`config.mk`:
```
export PLATFORM = sky130hd
export DESIGN_NAME = kyber_server_link_flat
export DESIGN_NICKNAME = d
export VERILOG_FILES = /design/src/rtl/kyber_server_link_if.sv /design/src/rtl/kyber_server_link.sv /design/src/flat_wrapper.sv
export SDC_FILE = /design/constraint.sdc
export NUM_CORES = 1
export LEC_CHECK = 0
export ABC_CLOCK_PERIOD_IN_PS = 2400
export CELL_PAD_IN_SITES_DETAIL_PLACEMENT = 0
export CELL_PAD_IN_SITES_GLOBAL_PLACEMENT = 1
export CORE_MARGIN = 2
export CORE_UTILIZATION = 22
export CTS_CLUSTER_SIZE = 24
export DETAILED_ROUTE_END_ITERATION = 10
export PLACE_DENSITY_LB_ADDON = 0.1
export SYNTH_ARGS = -nofsm -noshare
export SYNTH_HDL_FRONTEND = slang
export SYNTH_SLANG_ARGS = --single-unit
```
`constraint.sdc`:
```
create_clock -name clk -period 2.4 [get_ports clk]
set_input_delay 0.48 -clock clk [delete_from_list [all_inputs] [get_ports clk]]
set_output_delay 0.48 -clock clk [all_outputs]
set_load 0.02 [all_outputs]
```
`src/rtl/kyber_server_link_if.sv`:
```
// kyber_server_link_if: client, pk-buffer and ct-buffer signals of the Kyber server link
interface kyber_server_link_if #(parameter int AW = 9);
    logic          start;
    logic [2:0]    k;
    logic          req_pk;
    logic          req_c;
    logic          wen;
    logic [31:0]   din;
    logic [AW-1:0] pk_addr;
    logic [31:0]   pk_rdata;
    logic          ct_we;
    logic [AW-1:0] ct_addr;
    logic [31:0]   ct_wdata;
    logic          valid;
    logic [31:0]   dout;
    logic          busy;
    logic          done;
    logic          err;
    modport master (
        output start, k, req_pk, req_c, wen, din, pk_rdata,
        input  pk_addr, ct_we, ct_addr, ct_wdata, valid, dout, busy, done, err
    );
    modport slave (
        input  start, k, req_pk, req_c, wen, din, pk_rdata,
        output pk_addr, ct_we, ct_addr, ct_wdata, valid, dout, busy, done, err
    );
endinterface

```
`src/rtl/kyber_server_link.sv`:
```
// kyber_server_link: streams the public key to a client and collects its ciphertext into a buffer
module kyber_server_link #(
    parameter int AW = 9
) (
    input logic clk,
    input logic rst,
    kyber_server_link_if.slave bus
);
    typedef enum logic [2:0] {IDLE, WAIT_PK, SEND, WAIT_C, RECV, DONE} state_t;
    state_t     state;
    logic [2:0] k_q;
    logic [8:0] cnt;
    logic [8:0] pa;
    logic [8:0] npk_m1;
    logic [8:0] nc_m1;
    logic       err_q;
    logic       legal;
    logic       accept;
    assign legal  = bus.k inside {3'd2, 3'd3, 3'd4};
    assign npk_m1 = k_q == 3'd2 ? 9'd199 : k_q == 3'd3 ? 9'd295 : 9'd391;
    assign nc_m1  = k_q == 3'd2 ? 9'd191 : k_q == 3'd3 ? 9'd271 : 9'd391;
    assign accept = rst && bus.wen && (state == WAIT_C || state == RECV);
    always_ff @(posedge clk) begin
        if (!rst) begin
            state <= IDLE;
            k_q   <= '0;
            cnt   <= '0;
            pa    <= '0;
            err_q <= 1'b0;
        end else begin
            case (state)
                IDLE: if (bus.start) begin
                    if (legal) begin
                        k_q   <= bus.k;
                        err_q <= 1'b0;
                        cnt   <= '0;
                        pa    <= '0;
                        state <= WAIT_PK;
                    end else begin
                        err_q <= 1'b1;
                    end
                end
                // pa runs one ahead of the word on dout to cover the buffer read latency
                WAIT_PK: if (bus.req_pk) begin
                    pa    <= 9'd1;
                    cnt   <= '0;
                    state <= SEND;
                end
                SEND: begin
                    cnt <= cnt + 9'd1;
                    if (pa != npk_m1) pa <= pa + 9'd1;
                    if (cnt == npk_m1) begin
                        cnt   <= '0;
                        pa    <= '0;
                        state <= WAIT_C;
                    end
                end
                WAIT_C, RECV: if (bus.wen) begin
                    cnt   <= cnt + 9'd1;
                    state <= cnt == nc_m1 ? DONE : RECV;
                end else if (state == WAIT_C && bus.req_c) begin
                    state <= RECV;
                end
                DONE: begin
                    cnt   <= '0;
                    state <= IDLE;
                end
                default: state <= IDLE;
            endcase
        end
    end
    assign bus.pk_addr  = rst ? AW'(pa) : '0;
    assign bus.valid    = rst && state == SEND;
    assign bus.dout     = bus.valid ? bus.pk_rdata : 32'd0;
    assign bus.ct_we    = accept;
    assign bus.ct_addr  = accept ? AW'(cnt) : '0;
    assign bus.ct_wdata = accept ? bus.din : 32'd0;
    assign bus.busy     = rst && state != IDLE;
    assign bus.done     = rst && state == DONE;
    assign bus.err      = rst && err_q;
endmodule
```
`src/flat_wrapper.sv`:
```
// flat-port wrapper written by rule: the top's interface ports become plain ports
module kyber_server_link_flat 
#(
    parameter int AW = 9
)
  (clk, rst, bus_start, bus_k, bus_req_pk, bus_req_c, bus_wen, bus_din, bus_pk_rdata, bus_pk_addr, bus_ct_we, bus_ct_addr, bus_ct_wdata, bus_valid, bus_dout, bus_busy, bus_done, bus_err);
  kyber_server_link_if #(.AW(AW)) bus_i ();
  input logic clk;
  input logic rst;
  input wire logic [$bits(bus_i.start)-1:0] bus_start;
  input wire logic [$bits(bus_i.k)-1:0] bus_k;
  input wire logic [$bits(bus_i.req_pk)-1:0] bus_req_pk;
  input wire logic [$bits(bus_i.req_c)-1:0] bus_req_c;
  input wire logic [$bits(bus_i.wen)-1:0] bus_wen;
  input wire logic [$bits(bus_i.din)-1:0] bus_din;
  input wire logic [$bits(bus_i.pk_rdata)-1:0] bus_pk_rdata;
  output wire logic [$bits(bus_i.pk_addr)-1:0] bus_pk_addr;
  output wire logic [$bits(bus_i.ct_we)-1:0] bus_ct_we;
  output wire logic [$bits(bus_i.ct_addr)-1:0] bus_ct_addr;
  output wire logic [$bits(bus_i.ct_wdata)-1:0] bus_ct_wdata;
  output wire logic [$bits(bus_i.valid)-1:0] bus_valid;
  output wire logic [$bits(bus_i.dout)-1:0] bus_dout;
  output wire logic [$bits(bus_i.busy)-1:0] bus_busy;
  output wire logic [$bits(bus_i.done)-1:0] bus_done;
  output wire logic [$bits(bus_i.err)-1:0] bus_err;
  assign bus_i.start = bus_start;
  assign bus_i.k = bus_k;
  assign bus_i.req_pk = bus_req_pk;
  assign bus_i.req_c = bus_req_c;
  assign bus_i.wen = bus_wen;
  assign bus_i.din = bus_din;
  assign bus_i.pk_rdata = bus_pk_rdata;
  assign bus_pk_addr = bus_i.pk_addr;
  assign bus_ct_we = bus_i.ct_we;
  assign bus_ct_addr = bus_i.ct_addr;
  assign bus_ct_wdata = bus_i.ct_wdata;
  assign bus_valid = bus_i.valid;
  assign bus_dout = bus_i.dout;
  assign bus_busy = bus_i.busy;
  assign bus_done = bus_i.done;
  assign bus_err = bus_i.err;
  kyber_server_link #(.AW(AW)) u_core (.clk(clk), .rst(rst), .bus(bus_i));
endmodule
```
Word-level counts from Yosys, hierarchy flattened
Index checks and enable logic that the tools add are counted.
- bits in read-only memories: 0
- memories: 0
- bits of input ports: 73
- flip-flop bits (word level): 25
- bits in writable memories: 0
- logic and storage cells: 73
- latch bits: 0
- output and inout port bits: 87
- shift-type cells: 0
- muxes and demuxes: 27
- add/subtract/negate cells: 2
- divide/modulo/power cells: 0
- multiply operators: 0
- reduce and logical (&&, ||, !) cells: 19
- eq/ne operators: 20
- order comparisons: 0
- bitwise operators: 0
- operators by type and width (kind ; number):
    9-bit 2-to-1 mux ; 12
    32-bit 2-to-1 mux ; 2
    9-bit one-hot mux with 5 select lines ; 1
    9-bit one-hot mux with 3 select lines ; 1
    9-bit by 1-bit adder with 9-bit output, second input constant ; 2
    3-bit by 2-bit equality test with 1-bit output, second input constant ; 6
    9-bit equality test ; 2
    3-bit 2-to-1 mux ; 6
    8-bit 2-to-1 mux ; 2
    5-bit AND reduction ; 3
    3-bit one-hot mux with 4 select lines ; 1
    3-bit equality test, second input constant ; 3
    9-bit != test ; 1
    3-bit nonzero test ; 3
    1-bit logical AND ; 7
    2-bit != test, second input constant ; 3
    5-bit nonzero test ; 1
    2-bit by 1-bit != test with 1-bit output, second input constant ; 2
    3-bit by 1-bit equality test with 1-bit output, second input constant ; 1
    3-bit logical NOT ; 1
    3-bit by 1-bit != test with 1-bit output, second input constant ; 1
    3-bit by 2-bit != test with 1-bit output, second input constant ; 1
    3-bit AND reduction ; 1
    1-bit 2-to-1 mux ; 2
    other kinds (3) ; 3

Longest topological paths before layout
Gate-level depths: netlist (run 1).
- word-level depth: 7
- gate-level depth with buffers: 8
- mapped depth without buffers: 7

Worst setup path after synthesis (run 1)
Ideal clock, no wire load.
- path kind: register -> output
- from: register u_core.state[1]
- to: output port bus_ct_addr[0]
- data required time: 1.920 ns
- slack: -0.060 ns
- buffers on the path: 2
- stages on the path, launching flop included: 8
- arrival time: 1.980 ns
- cells stage by stage: dfxtp_1 clkbuf_1 inv_2 or3_1 nand2_1 and3_1 clkbuf_1 and2_1
- word-level cells in the longest chain between the ends: 4
- elaborated cells on any way between the ends: 5
- classes of those cells: eq/ne: 2; mux: 1; reduce/logical: 2
- ends and longest elaborated chain (element ; RTL line ; text):
    start, declared ; kyber_server_link.sv:10 ; state_t state;
    start signal, assigned ; kyber_server_link.sv:60 ; state <= cnt == nc_m1 ? DONE : RECV;
    3-bit by 2-bit equality test with 1-bit output / 3-bit equality test (equally long branches) ; kyber_server_link.sv:22 ; assign accept = rst && bus.wen && (state == WAIT_C || state == RECV);
    1-bit logical OR (*) ; kyber_server_link.sv:22 ;
    1-bit logical AND (*) ; kyber_server_link.sv:22 ;
    via bus_ct_we ; flat_wrapper.sv:18 ; output wire logic [$bits(bus_i.ct_we)-1:0] bus_ct_we;
    9-bit 2-to-1 mux (*) ; kyber_server_link.sv:76 ; assign bus.ct_addr = accept ? AW'(cnt) : '0;
    end, declared ; flat_wrapper.sv:19 ; output wire logic [$bits(bus_i.ct_addr)-1:0] bus_ct_addr;
Mark *: on every way through the listed nets, which the timed path passes. The rest lies on a longest branch.

Worst setup path in the final report (run 1)
- from: input port rst
- to: output port bus_done
- word-level cells in the longest chain between the ends: 1
- ends and longest elaborated chain (element ; RTL line ; text):
    start, declared ; flat_wrapper.sv:9 ; input logic rst;
    1-bit logical AND ; kyber_server_link.sv:79 ; assign bus.done = rst && state == DONE;
    end, declared ; flat_wrapper.sv:24 ; output wire logic [$bits(bus_i.done)-1:0] bus_done;
Every way passes these cells.

==> results.toml, run 1 <==
[global_routing]
antenna_found_initial = 0
grt_max_degree = 38
grt_pass1_wl_mm = 13.3
gr-usage-all-layers = 0.158
first_global_vias = 2574
gr-total-overflow = 0

[yosys]
ys_types = 53
yosysMostFrequentCell = "and2_1"
synth_seq_cells = 25
postSynthAreaPerCell_um2 = 7.40
synth_compound_area_frac = 0.167
synth_warnings = 0
muxShareOfSynthArea = 0.00939
synth_fa_ha_area_frac = 0.0117
synth_edf_count = 0
yosys-top-cells-count = "and2_1 (51), and3_1 (39), dfxtp_1 (25), nor2_1 (19), nand2_1 (18)"
syn_nets = 363
synthTopCellsByArea = "dfxtp_1 (23%), and2_1 (15%), and3_1 (11%)"
synth_top_family_by_area = "simple AND/OR/NAND/NOR gates"
syn_inst = 288
synth_top_area_share = 0.235
yosys.area_share.simple = 0.495
yosys.area.top_type = "dfxtp_1"
synthArstFlopShare = 0
synth_seq_area_share = 0.235
synth_xor_area_frac = 0.0370
synth_ff_type = "dfxtp_1"
synthesis.area_um2 = 2130

[placed_design]
port_buffers = 159
place_congestion = 0.742
placed_area_um2 = 4090
dp_hpwl_mm = 6.99

[sta]
fmax_mhz = 426
fin_crit_sh = 0.977
finalSetupTns_ns = 0
fin_worst_skew_ns = 0.00396
final_hold_viol_count = 0
rsz0062_at_grt = "true"
min_period_ns = 2.34
drv_slew = 0
relSlewSlack = 0.725
worstMarginPinSlew_ns = 0.407
final-setup-viol-count = 0

[clock_tree]
tritoncts = "built"
cts_buffers = 3
clk_latency_ns = 0.27
clock_path_buffers = 2
cts.sinks = 25
clk_pin_slew_ns = 0.09
h-tree-depth = 1
cts-hold-fix-buffers = 0
clock-root-buffer = "clkbuf_8"

[setup_path]
rrSetupSlack_ns = 0.22
critPathMaxFanout = 16
crit_type = "in2out"
r2r_cells = 6
startpoint_type = "input port"
worstReg2RegEnd = "u_core.cnt[3]"
required_ns = 1.92
crit_arrival_ns = 1.86
cp-end-kind = "primary output"
r2r_start = "u_core.k_q[2]"

[worst_hold_path]
worstHoldPathCells = 2
holdPathEnd = "u_core.cnt[1]"
min_path_type = "reg2reg"
min-delay-start = "u_core.cnt[1]"

[cells_and_area]
layout.nets = 545
area_growth_pct = 89.2
drive_above_1_share = 0.213
insertedDiodeCount = 0
final_cell_area_um2 = 4030

[route]
vias = 2691
drcViolationCount = 0
drtAntennaViolNets = 0
routedWlPerCell_um = 14.6
vias_per_cell = 4.50
drt_first_pass_iters = 4
routed_wl_mm = 8.75
drtIter0Drc = 36

[floorplan]
start_util = 0.229
die_w_um = 102
std_cell_rows = 35
io_pins = 160
die_y_um = 102
die-area_um2 = 10500
coreArea_um2 = 9330

[status]
outcome = "complete, no violations"

[pwr]
power_mw = 1.85
leakage_nw = 1.95
pwr_density_cell_nw_per_um2 = 458
ir_drop_uv = 281

[flow_run]
maxCapViolCount = 0
cell usage in the layout, fill, tap and decap left out, types with 3 or more instances in the layout:
| cell | Yosys | routed |
|---|---|---|
| a211oi_1 | 3 | 3 |
| a21oi_1 | 9 | 9 |
| and2_1 | 51 | 51 |
| and3_1 | 39 | 38 |
| buf_2 | 2 | 22 |
| buf_4 | 0 | 51 |
| clkbuf_8 | 0 | 3 |
| clkdlybuf4s50_1 | 0 | 82 |
| dfxtp_1 | 25 | 24 |
| dlygate4sd2_1 | 0 | 34 |
| inv_1 | 6 | 6 |
| nand2_1 | 18 | 17 |
| nand2b_1 | 5 | 5 |
| nand3_1 | 14 | 13 |
| nand4_1 | 3 | 3 |
| nor2_1 | 19 | 19 |
| nor2b_1 | 5 | 5 |
| nor3_1 | 5 | 5 |
| nor3b_1 | 4 | 3 |
| o211ai_1 | 3 | 3 |
| o21ai_1 | 8 | 8 |
| xnor2_1 | 4 | 4 |
| xor2_1 | 5 | 5 |
stage by stage:
stage,setup WS (ns),hold WS (ns),utilization,cells
2_1_floorplan,0.0883,0.466,-,288
3_3_place_gp,-0.337,0.493,0.438,591
3_5_place_dp,-0.340,0.502,0.438,591
4_1_cts,0.00108,0.519,0.439,596
5_1_grt,-0.00473,0.564,0.432,598
6_report,0.0552,0.515,0.432,598
cell families after synthesis:
kind of cell | count (synthesis)
flip-flops | 25
AO/OA/AOI/OAI | 45
adder cells (fa/ha/maj) | 2
multiplexers | 2
buffers and inverters | 25
XOR/XNOR | 9
AND/OR/NAND/NOR | 180
flip-flops by register name, indices dropped and copies added, names as in the netlist:
signal,count
u_core.cnt,9
u_core.pa,9
u_core.k_q,3
u_core.state,3
u_core.err_q,1
layer usage:
layer  share of wire  vias up  global-route usage  routed length [um]
met1            0.42     1237               0.202                3690
met5               0        -                   0                   0
li1                -     1390                   -                   -
met3           0.041        2              0.0301                 362
met4          0.0011        0             0.00923                  10
met2            0.54       62               0.288                4680
worst max-delay path, cell delays in order:
cell and delay, ns:
dlygate4sd2_1 0.34, buf_4 0.27, and3_1 0.17, clkdlybuf4s50_1 0.59
area by class of cell:
type	instances	area [um^2]
sequential	25	502
inverter	7	26.3
multi-input combinational	238	1580
tap	129	161
fill	1000	5290
clock buffer	4	45.0
timing repair buffer	195	1720
report_power, final:
group | switching (mW) | internal [mW] | leakage (nW)
clock network | 0.142 | 0.119 | 0.0228
registers | 0.0306 | 0.458 | 0.203
logic | 0.573 | 0.524 | 1.73
how the worst max path moves through the flow:
| stage | from | endpoint | cells after the start |
|---|---|---|---|
| final | rst | bus_done | 4 |
| after CTS | u_core.state[0] | bus_ct_addr[0] | 7 |
| after global placement | rst | bus_ct_addr[5] | 5 |
| after global routing | rst | bus_done | 4 |
| after detailed placement | rst | bus_ct_addr[5] | 5 |
| after floorplan | u_core.state[1] | bus_ct_addr[0] | 7 |
repair_timing:
| item | 4_1_cts | 5_1_grt |
|---|---|---|
| setup endpoints to repair | 87 | 57 |
| pin swaps | 2 | 1 |
| setup buffers | 0 | 2 |
| gates cloned | 1 | 0 |
| gates resized for setup | 191 | 47 |
| hold endpoints to repair | 0 | 0 |
Power figures use the tool's default switching activity.
==> run 2, diff against run 1 <==
- CAP_MARGIN: unset -> 20
- CELL_PAD_IN_SITES_DETAIL_PLACEMENT: 0 -> 1
- CELL_PAD_IN_SITES_GLOBAL_PLACEMENT: 1 -> 2
- CORE_UTILIZATION: 22 -> 17
==> results.toml, run 2 (same netlist as run 1, synthesis figures left out) <==
[status]
outcome = "complete, no violations"

[clock_tree]
clk_pin_slew_ns = 0.07
cts.sinks = 25
tritoncts = "built"
h-tree-depth = 1
clk_latency_ns = 0.27
clock-root-buffer = "clkbuf_16"
cts_buffers = 3
clock_path_buffers = 2

[floorplan]
die-area_um2 = 13500
die_y_um = 116
coreArea_um2 = 12100
std_cell_rows = 40
io_pins = 160
start_util = 0.176
die_w_um = 116

[sta]
worstMarginPinSlew_ns = 0.364
final_hold_viol_count = 0
fmax_mhz = 434
final-setup-viol-count = 0
min_period_ns = 2.30
relSlewSlack = 0.754
drv_slew = 0
setup_slack_ns = 0.0957
finalSetupTns_ns = 0
fin_worst_skew_ns = 0.00337
fin_crit_sh = 0.960

[placed_design]
dp_hpwl_mm = 7.85
port_buffers = 159
placed_area_um2 = 4130
post-place-ws_ns = -0.312
place_congestion = 0.720

[setup_path]
cp-end-kind = "primary output"
critPathTopFamily = "simple AND/OR/NAND/NOR gates"
critPathBufInv = 3
crit_type = "reg2out"
max_stage_delay_ns = 0.37
critPathMaxFanout = 21
worstReg2RegEnd = "u_core.cnt[6]"
worstPathCellList = "inv_1, or3_4, nand2_2, and3_4, bufbuf_16, and2_1, buf_2"
r2r_start = "u_core.k_q[2]"
rrSetupSlack_ns = 0.13
required_ns = 1.92
critPathSlowestCell = "or3_4"
r2r_cells = 6
startpoint_type = "flop"
crit_arrival_ns = 1.82

[pwr]
pwr_density_cell_nw_per_um2 = 476
power_switching_uw = 783
p_comb_frac = 0.557
swShare = 0.392
power_frac_clock = 0.198
leakage_nw = 2.43
pwr-share-seq = 0.245
ir_drop_uv = 230
p_int_mw = 1.21

[worst_hold_path]
min_path_type = "reg2reg"
min-delay-start = "u_core.k_q[1]"
worstHoldPathCells = 2
holdPathEnd = "u_core.k_q[1]"

[route]
routed_wl_mm = 9.83
routed.top_layer = "met4"
drtAntennaViolNets = 0
vias_per_cell = 4.32
drcViolationCount = 0
wl_met3_um = 475
drt_first_pass_iters = 3
routedWlPerCell_um = 15.4
wl_met2_mm = 5.46
drtIter0Drc = 94
vias = 2750
wl_met1_mm = 3.86

[cells_and_area]
layout.nets = 543
fill_cells = 1493
drive_above_1_share = 0.208
final_common_cell = "clkdlybuf4s50_1"
reg_top3 = "u_core.cnt (9), u_core.pa (9)"
final_cell_area_um2 = 4200
layout_common_cells = "clkdlybuf4s50_1 (71), and2_1 (50), buf_4 (43)"
area_growth_pct = 97.0

[flow_run]
maxCapViolCount = 0

[global_routing]
first_global_vias = 2753
antenna_found_initial = 1
grt_pass1_wl_mm = 14.5
gr-usage-all-layers = 0.136
gr-total-overflow = 0
grt_max_degree = 38
==> run 2: cell count changes in the layout (fill, tap and decap cells not counted), moves of 2 or more <==
cell and delta:
clkdlybuf4s50_1 -11, nor4_2 -2, buf_2 +4, clkbuf_16 +3, dlymetal6s2s_1 +31, buf_4 -8, clkbuf_4 +2, clkbuf_8 -3
dlygate4sd2_1 -20
==> run 2: final cells by class <==
class	count	area, um^2	share of cell area
repair buffers	193	1810	0.430
inverters	7	26.3	0.00626
diodes	1	2.50	0.000596
flip-flops and latches	25	502	0.119
clock buffers	4	78.8	0.0188
well taps	168	210	0.0500
multi-input cells	238	1580	0.375
==> run 2: metrics by stage <==
step | std cells | power (mW) | utilization | hold WS [ns]
6_report | 636 | 2.00 | 0.347 | 0.530
5_1_grt | 636 | 2.15 | 0.347 | 0.573
4_1_cts | 634 | 2.03 | 0.349 | 0.528
3_5_place_dp | 629 | 1.61 | 0.341 | 0.518
3_3_place_gp | 629 | 1.61 | 0.341 | 0.514
2_1_floorplan | 288 | 1.06 | - | 0.466
==> run 2: worst min-delay path, stage by stage, from the launching register on <==
cell and delay [ns]:
dfxtp_1 0.35, nand2b_1 0.08, a21oi_1 0.06
==> run 2: power groups by stage <==
stage,Clock [mW],Sequential [mW],Combinational (mW)
6_report,0.395,0.490,1.11
2_1_floorplan,0,0.500,0.562
3_3_place_gp,0,0.495,1.11
5_1_grt,0.428,0.495,1.23
3_5_place_dp,0,0.498,1.12
4_1_cts,0.414,0.488,1.13
==> run 2: what timing repair did <==
action                                  CTS  global route
endpoints found under the setup margin   87            79
resized for setup                       159            86
setup buffers                             0             1
endpoints found under the hold margin     0             0
gates cloned                              1             0
hold buffers                              0             0
==> run 2: worst max path at each step <==
stage                    startpoint               end  slack, ns  depth (start not counted)
CTS                             rst      bus_dout[12]      -0.15                          4
floorplan           u_core.state[1]    bus_ct_addr[0]       0.09                          7
global placement                rst         bus_valid      -0.34                          5
finish              u_core.state[0]    bus_ct_addr[6]        0.1                          7
detailed placement              rst         bus_valid      -0.31                          5
global route        u_core.state[0]  bus_ct_wdata[24]    -0.0004                          8
==> run 2: per-layer routing <==
layer,GRT usage,up-vias
li1,-,1377
met3,0.0314,2
met1,0.153,1312
met5,0,-
met4,0.0206,0
met2,0.265,59
